File: config.mk
export PLATFORM = sky130hd
export DESIGN_NAME = mips_multi_control
export DESIGN_NICKNAME = d
export VERILOG_FILES = /design/src/rtl/mips_ctrl_pkg.sv /design/src/rtl/mips_multi_control_alu_decoder.sv /design/src/rtl/mips_multi_control.sv
export SDC_FILE = /design/constraint.sdc
export NUM_CORES = 1
export LEC_CHECK = 0
export ABC_CLOCK_PERIOD_IN_PS = 4190
export BUFFER_PORTS_ARGS = -buffer_cell sky130_fd_sc_hd__buf_2
export CAP_MARGIN = 20
export CORE_UTILIZATION = 57
export CTS_BUF_LIST = sky130_fd_sc_hd__clkbuf_4 sky130_fd_sc_hd__clkbuf_8
export CTS_CLUSTER_SIZE = 28
export DETAILED_ROUTE_END_ITERATION = 10
export PLACE_DENSITY = 0.95
export SYNTH_ARGS = -nofsm -noshare
export SYNTH_HDL_FRONTEND = slang
export SYNTH_HIERARCHICAL = 1
export SYNTH_SLANG_ARGS = --single-unit
File: constraint.sdc
create_clock -name clk -period 4.19 [get_ports clk]
set_input_delay 1.257 -clock clk [delete_from_list [all_inputs] [get_ports clk]]
set_output_delay 1.257 -clock clk [all_outputs]
set_load 0.01 [all_outputs]
File: src/rtl/mips_ctrl_pkg.sv
// mips_ctrl_pkg: shared state, opcode, funct and control encodings for the multicycle MIPS controller
package mips_ctrl_pkg;

    typedef enum logic [3:0] {
        FETCH   = 4'd0,
        DECODE  = 4'd1,
        MEMADR  = 4'd2,
        MEMRD   = 4'd3,
        MEMWB   = 4'd4,
        MEMWR   = 4'd5,
        EXECUTE = 4'd6,
        ALUWB   = 4'd7,
        BRANCH  = 4'd8,
        ADDIEX  = 4'd9,
        ADDIWB  = 4'd10,
        JUMP    = 4'd11
    } state_t;

    localparam logic [5:0] OP_RTYPE = 6'b000000;
    localparam logic [5:0] OP_LW    = 6'b100011;
    localparam logic [5:0] OP_SW    = 6'b101011;
    localparam logic [5:0] OP_BEQ   = 6'b000100;
    localparam logic [5:0] OP_ADDI  = 6'b001000;
    localparam logic [5:0] OP_J     = 6'b000010;

    localparam logic [5:0] FN_ADD = 6'b100000;
    localparam logic [5:0] FN_SUB = 6'b100010;
    localparam logic [5:0] FN_AND = 6'b100100;
    localparam logic [5:0] FN_OR  = 6'b100101;
    localparam logic [5:0] FN_SLT = 6'b101010;

    localparam logic [2:0] ALU_ADD = 3'b000;
    localparam logic [2:0] ALU_SUB = 3'b001;
    localparam logic [2:0] ALU_AND = 3'b010;
    localparam logic [2:0] ALU_OR  = 3'b011;
    localparam logic [2:0] ALU_SLT = 3'b100;

    localparam logic [1:0] PC_ALU    = 2'b00;
    localparam logic [1:0] PC_ALUOUT = 2'b01;
    localparam logic [1:0] PC_JUMP   = 2'b10;

    localparam logic [1:0] SRCA_PC  = 2'b00;
    localparam logic [1:0] SRCA_REG = 2'b01;

    localparam logic [1:0] SRCB_REG    = 2'b00;
    localparam logic [1:0] SRCB_FOUR   = 2'b01;
    localparam logic [1:0] SRCB_IMM    = 2'b10;
    localparam logic [1:0] SRCB_IMM_SH = 2'b11;

endpackage

File: src/rtl/mips_multi_control_alu_decoder.sv
// alu_decoder: maps the R-type funct field to an ALU operation and flags unsupported functs
module alu_decoder
    import mips_ctrl_pkg::*;
(
    input  logic [5:0] funct,
    output logic [2:0] alu_control,
    output logic       legal
);

    // funct lookup; anything unlisted falls back to add and is reported illegal
    always_comb begin
        alu_control = ALU_ADD;
        legal       = 1'b1;
        case (funct)
            FN_ADD:  alu_control = ALU_ADD;
            FN_SUB:  alu_control = ALU_SUB;
            FN_AND:  alu_control = ALU_AND;
            FN_OR:   alu_control = ALU_OR;
            FN_SLT:  alu_control = ALU_SLT;
            default: legal = 1'b0;
        endcase
    end

endmodule

File: src/rtl/mips_multi_control.sv
// mips_multi_control: Moore FSM sequencing the multicycle MIPS datapath with wait states, retire counter and illegal flag
module mips_multi_control
    import mips_ctrl_pkg::*;
#(
    parameter bit MEM_WAIT_EN = 1'b0,
    parameter int CNT_W       = 32
) (
    input  logic             clk,
    input  logic             reset,
    input  logic [5:0]       op,
    input  logic [5:0]       Funct,
    input  logic             zero,
    input  logic             mem_ready,
    output logic             MemWrite,
    output logic             IorD,
    output logic             IRWrite,
    output logic             RegWrite,
    output logic             MemtoReg,
    output logic             RegDst,
    output logic             PCWrite,
    output logic [1:0]       PCSrc,
    output logic [1:0]       ALUSrcA,
    output logic [1:0]       ALUSrcB,
    output logic [2:0]       ALUControl,
    output logic             illegal,
    output logic [CNT_W-1:0] retired,
    output logic [3:0]       state
);

    state_t     state_q, state_d;
    logic       mr, retire, bad;
    logic [2:0] funct_alu;
    logic       funct_legal;

    assign mr    = MEM_WAIT_EN ? mem_ready : 1'b1;
    assign state = state_q;

    alu_decoder u_dec (
        .funct       (Funct),
        .alu_control (funct_alu),
        .legal       (funct_legal)
    );

    // state register, retire counter and registered illegal pulse
    always_ff @(posedge clk) begin
        if (reset) begin
            state_q <= FETCH;
            retired <= '0;
            illegal <= 1'b0;
        end else begin
            state_q <= state_d;
            retired <= retired + CNT_W'(retire);
            illegal <= bad;
        end
    end

    // next state; a decode that falls back to FETCH is an illegal instruction
    always_comb begin
        state_d = state_q;
        case (state_q)
            FETCH:   state_d = mr ? DECODE : FETCH;
            DECODE: begin
                case (op)
                    OP_LW, OP_SW: state_d = MEMADR;
                    OP_RTYPE:     state_d = funct_legal ? EXECUTE : FETCH;
                    OP_BEQ:       state_d = BRANCH;
                    OP_ADDI:      state_d = ADDIEX;
                    OP_J:         state_d = JUMP;
                    default:      state_d = FETCH;
                endcase
            end
            MEMADR:  state_d = (op == OP_SW) ? MEMWR : MEMRD;
            MEMRD:   state_d = mr ? MEMWB : MEMRD;
            MEMWR:   state_d = mr ? FETCH : MEMWR;
            EXECUTE: state_d = ALUWB;
            ADDIEX:  state_d = ADDIWB;
            default: state_d = FETCH;
        endcase
        bad    = (state_q == DECODE) && (state_d == FETCH);
        retire = (state_d == FETCH) && (state_q inside {MEMWB, MEMWR, ALUWB, BRANCH, ADDIWB, JUMP});
    end

    // Moore output decode; reset shows the FETCH decode with its strobes suppressed
    always_comb begin
        MemWrite   = 1'b0;
        IorD       = 1'b0;
        IRWrite    = 1'b0;
        RegWrite   = 1'b0;
        MemtoReg   = 1'b0;
        RegDst     = 1'b0;
        PCWrite    = 1'b0;
        PCSrc      = PC_ALU;
        ALUSrcA    = SRCA_PC;
        ALUSrcB    = SRCB_REG;
        ALUControl = ALU_ADD;
        case (reset ? FETCH : state_q)
            FETCH: begin
                IRWrite = mr;
                PCWrite = mr;
                ALUSrcB = SRCB_FOUR;
            end
            DECODE:  ALUSrcB = SRCB_IMM_SH;
            MEMADR, ADDIEX: begin
                ALUSrcA = SRCA_REG;
                ALUSrcB = SRCB_IMM;
            end
            MEMRD:   IorD = 1'b1;
            MEMWB: begin
                MemtoReg = 1'b1;
                RegWrite = 1'b1;
            end
            MEMWR: begin
                IorD     = 1'b1;
                MemWrite = mr;
            end
            EXECUTE: begin
                ALUSrcA    = SRCA_REG;
                ALUControl = funct_alu;
            end
            ALUWB: begin
                RegDst   = 1'b1;
                RegWrite = 1'b1;
            end
            BRANCH: begin
                ALUSrcA    = SRCA_REG;
                ALUControl = ALU_SUB;
                PCSrc      = PC_ALUOUT;
                PCWrite    = zero;
            end
            ADDIWB:  RegWrite = 1'b1;
            JUMP: begin
                PCSrc   = PC_JUMP;
                PCWrite = 1'b1;
            end
            default: ;
        endcase
        if (reset) begin
            IRWrite = 1'b0;
            PCWrite = 1'b0;
        end
    end

endmodule

* Word-level counts from Yosys, hierarchy flattened
Cells that the tools add are included.
Word-level totals: logic and storage cells 70, flip-flop bits (word level) 37, input bits 16
Operators by class: $add $sub $neg 1, reduce and logical (&&, ||, !) cells 14, equality and inequality tests 32, multiplexer cells 20
Operator list (number):
- equality test 6 bit (second input constant) | 7
- adder 32 x 1 -> 32 bit | 1
- equality test 4 x 3 -> 1 bit (second input constant) | 8
- equality test 4 bit (second input constant) | 8
- case mux 4 bit (6 select lines) | 1
- case mux 4 bit (5 select lines) | 1
- equality test 4 x 2 -> 1 bit (second input constant) | 4
- zero test 4 bit | 3
- case mux 3 bit (4 select lines) | 1
- 2-to-1 mux 1 bit | 10
- equality test 4 x 1 -> 1 bit (second input constant) | 2
- OR reduction 2 bit | 4
- equality test 6 x 2 -> 1 bit (second input constant) | 1
- equality test 6 x 3 -> 1 bit (second input constant) | 1
- equality test 6 x 4 -> 1 bit (second input constant) | 1
- zero test 6 bit | 1
- 2-to-1 mux 3 bit | 2
- case mux 2 bit (3 select lines) | 1
- case mux 3 bit (2 select lines) | 1
- nonzero test 6 bit | 1
- OR reduction 5 bit | 1
- 2-to-1 mux 4 bit | 1
- case mux 2 bit (2 select lines) | 1
- OR reduction 4 bit | 1
- 3 further kinds | 4

* Depth between registers and ports, before layout
Gate-level depths: netlist of the first run.
word-level depth 9, depth in mapped cells 11, depth with buffers taken out 9

* Modules after synthesis
The synthesis of the first run kept the hierarchy.
By module, submodules not included:
- mips_multi_control | area an instance 2068.2 um2, cells each 263, instances 1
- alu_decoder | area an instance 83.8 um2, cells each 10, instances 1

* Worst setup path after synthesis of the first run
OpenSTA, ideal clock, no wires.
kind input-to-output, start input Funct[0], end output ALUControl[0], stages on the path 4, arrival time 2.337 ns, path buffers 0, data required time 2.933 ns, setup slack 0.596 ns, cell sequence or3b_1 a211oi_2 nand4b_1 a211oi_1
Between the ends: cells in the longest elaborated chain, start to end 3, elaborated cells between the ends (all ways) 6, those cells by class eq/ne: 4; mux: 2
Ends and longest elaborated chain:
- start: declaration | line mips_multi_control.sv:11 | input logic [5:0] Funct,
- equality test 6 bit | line mips_multi_control_alu_decoder.sv:14 | case (funct)
- case mux 3 bit (4 select lines) * | line mips_multi_control_alu_decoder.sv:14
- net funct_alu[0] | line mips_multi_control.sv:32 | logic [2:0] funct_alu;
- case mux 3 bit (2 select lines) * | line mips_multi_control.sv:96 | case (reset ? FETCH : state_q)
- end: declaration | line mips_multi_control.sv:24 | output logic [2:0] ALUControl,
Mark *: on every way through the listed nets, which the timed path passes. The rest lies on a longest branch.

* Final worst setup path of the first run
Same ends and word-level chain as after synthesis.

==> metrics.cfg, run 1 <==
[outcome]
status = complete, no violations

[worst_setup_path]
crit_path_cell_trace = buf_2 > or3b_1 > a211oi_2 > nand4b_1 > a211oi_1 > buf_2
arrival_ns = 2.52
end_kind = output port
criticalPathCategory = input port to output port
r2r_cells = 8
crit_path_max_fanout = 4
cp.depth = 6
critPathMaxStageDelay_ns = 0.39
startpoint_type = input port
cp.required_ns = 2.93
crit_buf_inv = 2
cp_slowest_cell = or3b_1
crit_top_cell = buf_2
crit_family = simple AND/OR/NAND/NOR gates

[global_routing]
antenna_found_initial = 0
grtUsageTotal_pct = 27.3
grt_max_degree = 33
grt_pass1_wl_microns = 8890
grt.overflow.total = 0
first_global_vias = 2063

[cts]
cts-root-buf = clkbuf_8
postCtsSetupBuffers = 0
cts_buffer_depth = 2
cts.clk_slew.worst_paths_ns = 0.08
cts_sinks = 37
clock_latency_ns = 0.30
cts_tree = done
cts_resized = 0
numCtsBuffers = 5
h-tree-depth = 2
hold_buffers = 0

[route]
num_vias = 2239
drt_iter0_markers = 194
wl_microns = 5110
drt-pass1-iter-count = 4
drc_errors = 0
ant_nets = 0
routedWlPerCell_microns = 13.6
viasPerCell = 5.94

[synth]
synthTopCellsByArea = dfxtp_1 (34%), nor2_1 (5.1%), mux2_2 (4.2%), a21oi_1 (3.7%), nor3_1 (3.7%)
synthXorXnorAreaFrac_pct = 6.10
yosys_warnings = 6
synthSimpleGateAreaFrac_pct = 36.7
synth_fa_ha_area_share_pct = 1.16
yosys.area.top_type = dfxtp_1
synth_seq_cells = 37
synth_flop_cell = dfxtp_1
synth.most_common_cell = dfxtp_1
ys_async_sr_fraction_pct = 0
synth_compound_area_share_pct = 12.8
synth_edf_count = 0
synth_fp_nets = 291
ys_top_cells_by_count = dfxtp_1 (37), nor2_1 (29), a21oi_1 (16), nor3_1 (16), nand2_1 (14)
synth_top_family_by_area = simple AND/OR/NAND/NOR gates
syn_area_sq_um = 2150
avgSynthCellArea_sq_um = 7.88
synthMuxAreaShare_pct = 4.19
yosysSeqAreaShare_pct = 34.4
synth_top_area_share_pct = 34.4
synth_cell_types = 45
syn_inst = 273

[sta]
slew-limit-headroom_pct = 60.9
slew_viol_final = 0
finalClockSkew_ns = 0.0116
period_share_pct = 90.1
worstMarginPinSlew_ns = 0.582
setup_tns_ns = 0
hold_viol_final = 0
fmax_mhz = 265
finalSetupViolCount = 0
rsz0062_at_grt = no
fin_crit_ns = 3.77

[floorplan]
ioPinCount = 69
std_cell_rows = 21
core_area_sq_um = 3470
fp.dieH_microns = 63.4
initial_core_util_pct = 62.0
dieArea_sq_um = 4030
die_w_microns = 63.4

[layout]
antenna_cells = 0
syn_to_final_growth_pct = 20.5
drive_gt1_share_pct = 26.6
num-nets-final = 348
final_core_util_pct = 74.8

[placed_design]
routabilityCongestion = 0.940
port_buffers = 66
hpwl_microns = 3600

[power]
irDropWorstVdd_mv = 0.214
p_leak_nw = 1.07
power_density_nw_per_um2 = 278

[hold_path]
worst_hold_path_type = register to register
hold_depth = 2

[job]
maxCapViolations = 0

==> cell families after synthesis <==
| family | after synthesis |
|---|---|
| fa+ha+maj | 2 |
| flops | 37 |
| other cells | 1 |
| simple gates | 141 |
| mux | 8 |
| compound gates | 45 |
| xor+xnor | 15 |
| buf+inv | 24 |
==> worst paths after layout <==
check	end	slack (ns)	start
worst min-delay path	retired[31]	0.49	retired[31]
worst max-delay path	ALUControl[0]	0.42	Funct[0]
worst min register to register	retired[31]	0.49	retired[31]
worst max register to register	retired[24]	1.05	state[2]
==> worst register-to-register path, stage by stage (launching register included) <==
cell and delay, ns:
dfxtp_1 0.59, nand2b_1 0.27, o22ai_1 0.22, ha_1 0.23
ha_1 0.22, and4_1 0.32, nand4_1 0.45, or4_1 0.62
a21oi_1 0.16
==> flip-flops by register name, summed over array words and instances (netlist names) <==
register,flops
state,4
retired,32
illegal,1
==> cell type report <==
class | instances | area [sq um]
Clock inverter | 3 | 46.3
Fill cell | 289 | 875
Timing Repair Buffer | 67 | 338
Multi-Input combinational cell | 212 | 1320
Tap cell | 46 | 57.6
Sequential cell | 37 | 741
Clock buffer | 5 | 68.8
Inverter | 7 | 26.3
==> per-layer routing <==
layer / GRT usage (%) / vias up / part of all wire, %
met3: 7.97 / 12 / 6.6
met2: 43.9 / 94 / 49
met4: 14.5 / 0 / 1.4
met1: 32.6 / 1031 / 43
li1: - / 1102 / -
met5: 0 / - / 0
==> per-stage QoR <==
step | std cells | hold slack (ns) | setup WS, ns | cell area, sq um | total power (W)
floorplan | 273 | 0.496 | 0.596 | 2150 | 0.000396
global placement | 369 | 0.465 | 0.439 | 2480 | 0.000413
detailed placement | 369 | 0.476 | 0.426 | 2480 | 0.000414
CTS | 377 | 0.488 | 0.414 | 2590 | 0.000722
global route | 377 | 0.526 | 0.318 | 2590 | 0.000747
finish | 377 | 0.488 | 0.417 | 2590 | 0.000720
==> power breakdown <==
| group | switching, W | internal [W] | total, W |
|---|---|---|---|
| sequential | 0.00000387 | 0.000353 | 0.000357 |
| combinational | 0.0000291 | 0.0000203 | 0.0000494 |
| clock | 0.000135 | 0.000178 | 0.000313 |
| total | 0.000168 | 0.000552 | 0.000720 |
==> cells in the final DEF (no fill, tap or decap), types with 2 or more instances in the layout <==
cell      Yosys  routed
a211oi_1      4       4
a21oi_1      16      16
a31oi_1       2       2
and2_1        2       2
and3_1        7       7
and4_1        5       5
buf_2         1      66
clkbuf_8      0       5
dfxtp_1      37      37
ha_1          2       2
inv_1         7       7
mux2_2        8       8
nand2_1      14      14
nand2b_1      5       5
nand3_1      13      13
nand3b_1      2       2
nand4_1       7       7
nor2_1       29      29
nor2b_1      12      12
nor3_1       16      16
nor4_1        3       3
nor4b_1       2       2
o21ai_0      10      10
o31ai_1       7       7
or2_2         2       2
or3_1         6       6
or4_1         9       9
xnor2_1       6       6
xor2_1        9       9
(Power assumes the default switching activity.)
==> run 2: changes to the inputs <==
- CORE_UTILIZATION: 57 -> 35
- PLACE_DENSITY: 0.95 -> 0.69
==> run 2 against run 1 <==
  * Fmax decreased by 0.63%
  * Hold slack improved by 0.0082 ns
  * Routed wire length decreased by 1.2%
  * Clock power decreased by 13%
  * Design area increased by 0.87%
  * Clock-buffer cell count increased by 2
  * Via count decreased by 2.8%
  * Clock skew decreased by 0.0042 ns
  * Sequential share of layout area decreased by 0.25 points
  * Critical endpoint unchanged
  * Largest power group unchanged
==> metrics.cfg, run 2 (synthesis results as in run 1) <==
[outcome]
status = complete, no violations  ; unchanged

[layout]
fillers = 610  ; was 289
fin_area_sq_um = 2620  ; was 2590 sq um
syn_to_final_growth_pct = 21.6  ; was 20.5%
final_cell_mix = buf_2 (66), dfxtp_1 (37), nor2_1 (29)  ; unchanged
drive_gt1_share_pct = 26.6  ; unchanged
num-nets-final = 348  ; unchanged
max_flop_register = retired  ; unchanged
antenna_cells = 0  ; unchanged
largest_register_ffs = 32  ; unchanged
mostFrequentLayoutCell = buf_2  ; unchanged
stdcell_count = 406  ; was 377

[sta]
setup_tns_ns = 0  ; unchanged
slew-limit-headroom_pct = 57.2  ; was 60.9%
rsz0062_at_grt = no  ; unchanged
hold_viol_final = 0  ; unchanged
finalClockSkew_ns = 0.00740  ; was 0.0116 ns
finalSetupViolCount = 0  ; unchanged
fmax_mhz = 263  ; was 265 MHz
worstMarginPinSlew_ns = 0.636  ; was 0.582 ns
slew_viol_final = 0  ; unchanged
period_share_pct = 90.6  ; was 90.1%
fin_crit_ns = 3.80  ; was 3.77 ns

[power]
power_density_nw_per_um2 = 260  ; was 278 nW/um^2
irDropWorstVdd_mv = 0.115  ; was 0.214 mV
p_leak_nw = 1.07  ; about the same
power_w = 0.000680  ; was 0.000720 W

[cts]
postCtsSetupBuffers = 0  ; unchanged
cts-root-buf = clkbuf_8  ; unchanged
h-tree-depth = 2  ; unchanged
clock_latency_ns = 0.29  ; was 0.30 ns
cts.clk_slew.worst_paths_ns = 0.07  ; was 0.08 ns
cts_tree = done  ; unchanged
cts_resized = 0  ; unchanged
hold_buffers = 0  ; unchanged
cts_buffer_depth = 2  ; unchanged
cts_sinks = 37  ; unchanged
numCtsBuffers = 5  ; unchanged

[route]
routedWlPerCell_microns = 12.4  ; was 13.6 microns
drc_errors = 0  ; unchanged
drt_iter0_markers = 44  ; was 194
drt-pass1-iter-count = 4  ; unchanged
wl_microns = 5050  ; was 5110 microns
ant_nets = 0  ; unchanged
num_vias = 2177  ; was 2239
viasPerCell = 5.36  ; was 5.94

[worst_setup_path]
arrival_ns = 2.54  ; was 2.52 ns
startpoint_type = input port  ; unchanged
crit_path_max_fanout = 4  ; unchanged
cp.required_ns = 2.93  ; about the same
end_kind = output port  ; unchanged
criticalPathCategory = input port to output port  ; unchanged

[global_routing]
grt_pass1_wl_microns = 8180  ; was 8890 microns
grt.overflow.total = 0  ; unchanged
grt_max_degree = 33  ; unchanged
first_global_vias = 1826  ; was 2063
antenna_found_initial = 0  ; unchanged
grtUsageTotal_pct = 16.1  ; was 27.3%

[floorplan]
die_w_microns = 80.4  ; was 63.4 microns
ioPinCount = 69  ; unchanged
std_cell_rows = 28  ; was 21
fp.dieH_microns = 80.4  ; was 63.4 microns
core_area_sq_um = 5920  ; was 3470 sq um
dieArea_sq_um = 6470  ; was 4030 sq um
initial_core_util_pct = 36.3  ; was 62.0%

[placed_design]
placed_cells = 398  ; was 369
port_buffers = 66  ; unchanged
dpl_cell_area_sq_um = 2510  ; was 2480 sq um
hpwl_microns = 3780  ; was 3600 microns
routabilityCongestion = 0.907  ; was 0.940

[job]
maxCapViolations = 0  ; unchanged

[hold_path]
worst_hold_path_type = register to register  ; unchanged

==> run 2: cell types whose count changed in the layout (fill, tap and decap cells not counted) <==
cell	delta
bufinv_16	-1
clkinv_2	+1
clkinv_4	-1
clkbuf_8	+2
clkinvlp_4	-1
==> run 2: cell type report <==
class                   count  area [sq um]  area share, %
multi-input cells         212          1320           50.3
flip-flops and latches     37           741           28.3
repair buffers             67           338           12.9
clock buffers               7          96.3           3.68
well taps                  75          93.8           3.59
inverters                   7          26.3           1.00
clock inverters             1          5.00          0.191
==> run 2: per-stage QoR <==
| stage | hold slack, ns | util, % | setup WS (ns) |
|---|---|---|---|
| after floorplan | 0.496 | - | 0.596 |
| after global placement | 0.471 | 42.5 | 0.394 |
| after detailed placement | 0.483 | 42.5 | 0.375 |
| after CTS | 0.494 | 44.2 | 0.375 |
| after global routing | 0.523 | 44.2 | 0.343 |
| final | 0.497 | 44.2 | 0.393 |
==> run 2: critical path: stages <==
cell and delay [ns]:
buf_2 0.11, or3b_1 0.38, a211oi_2 0.23, nand4b_1 0.11
a211oi_1 0.27, buf_2 0.17
==> run 2: worst paths after layout <==
check | slack [ns] | end | cells after the start | startpoint
worst max-delay path | 0.39 | ALUControl[0] | 6 | Funct[0]
worst min-delay path | 0.50 | retired[26] | 2 | retired[26]
worst max register to register | 1.09 | retired[26] | 8 | state[2]
worst min register to register | 0.50 | retired[26] | 2 | retired[26]
==> run 2: power breakdown <==
group	total, W	internal, W	switching, W
clock	0.000273	0.000149	0.000124
combinational	0.0000494	0.0000203	0.0000291
sequential	0.000357	0.000353	0.00000408
==> run 2: layer usage <==
metal  wire [microns]  vias to the layer above  global-route usage (%)  part of all wire (%)
met2             2410                       55                    27.5                    48
met4               74                        0                    6.43                   1.5
met5                0                        -                       0                     0
met3              214                        8                    3.75                   4.2
li1                 -                     1101                       -                     -
met1             2350                     1013                    19.2                    47
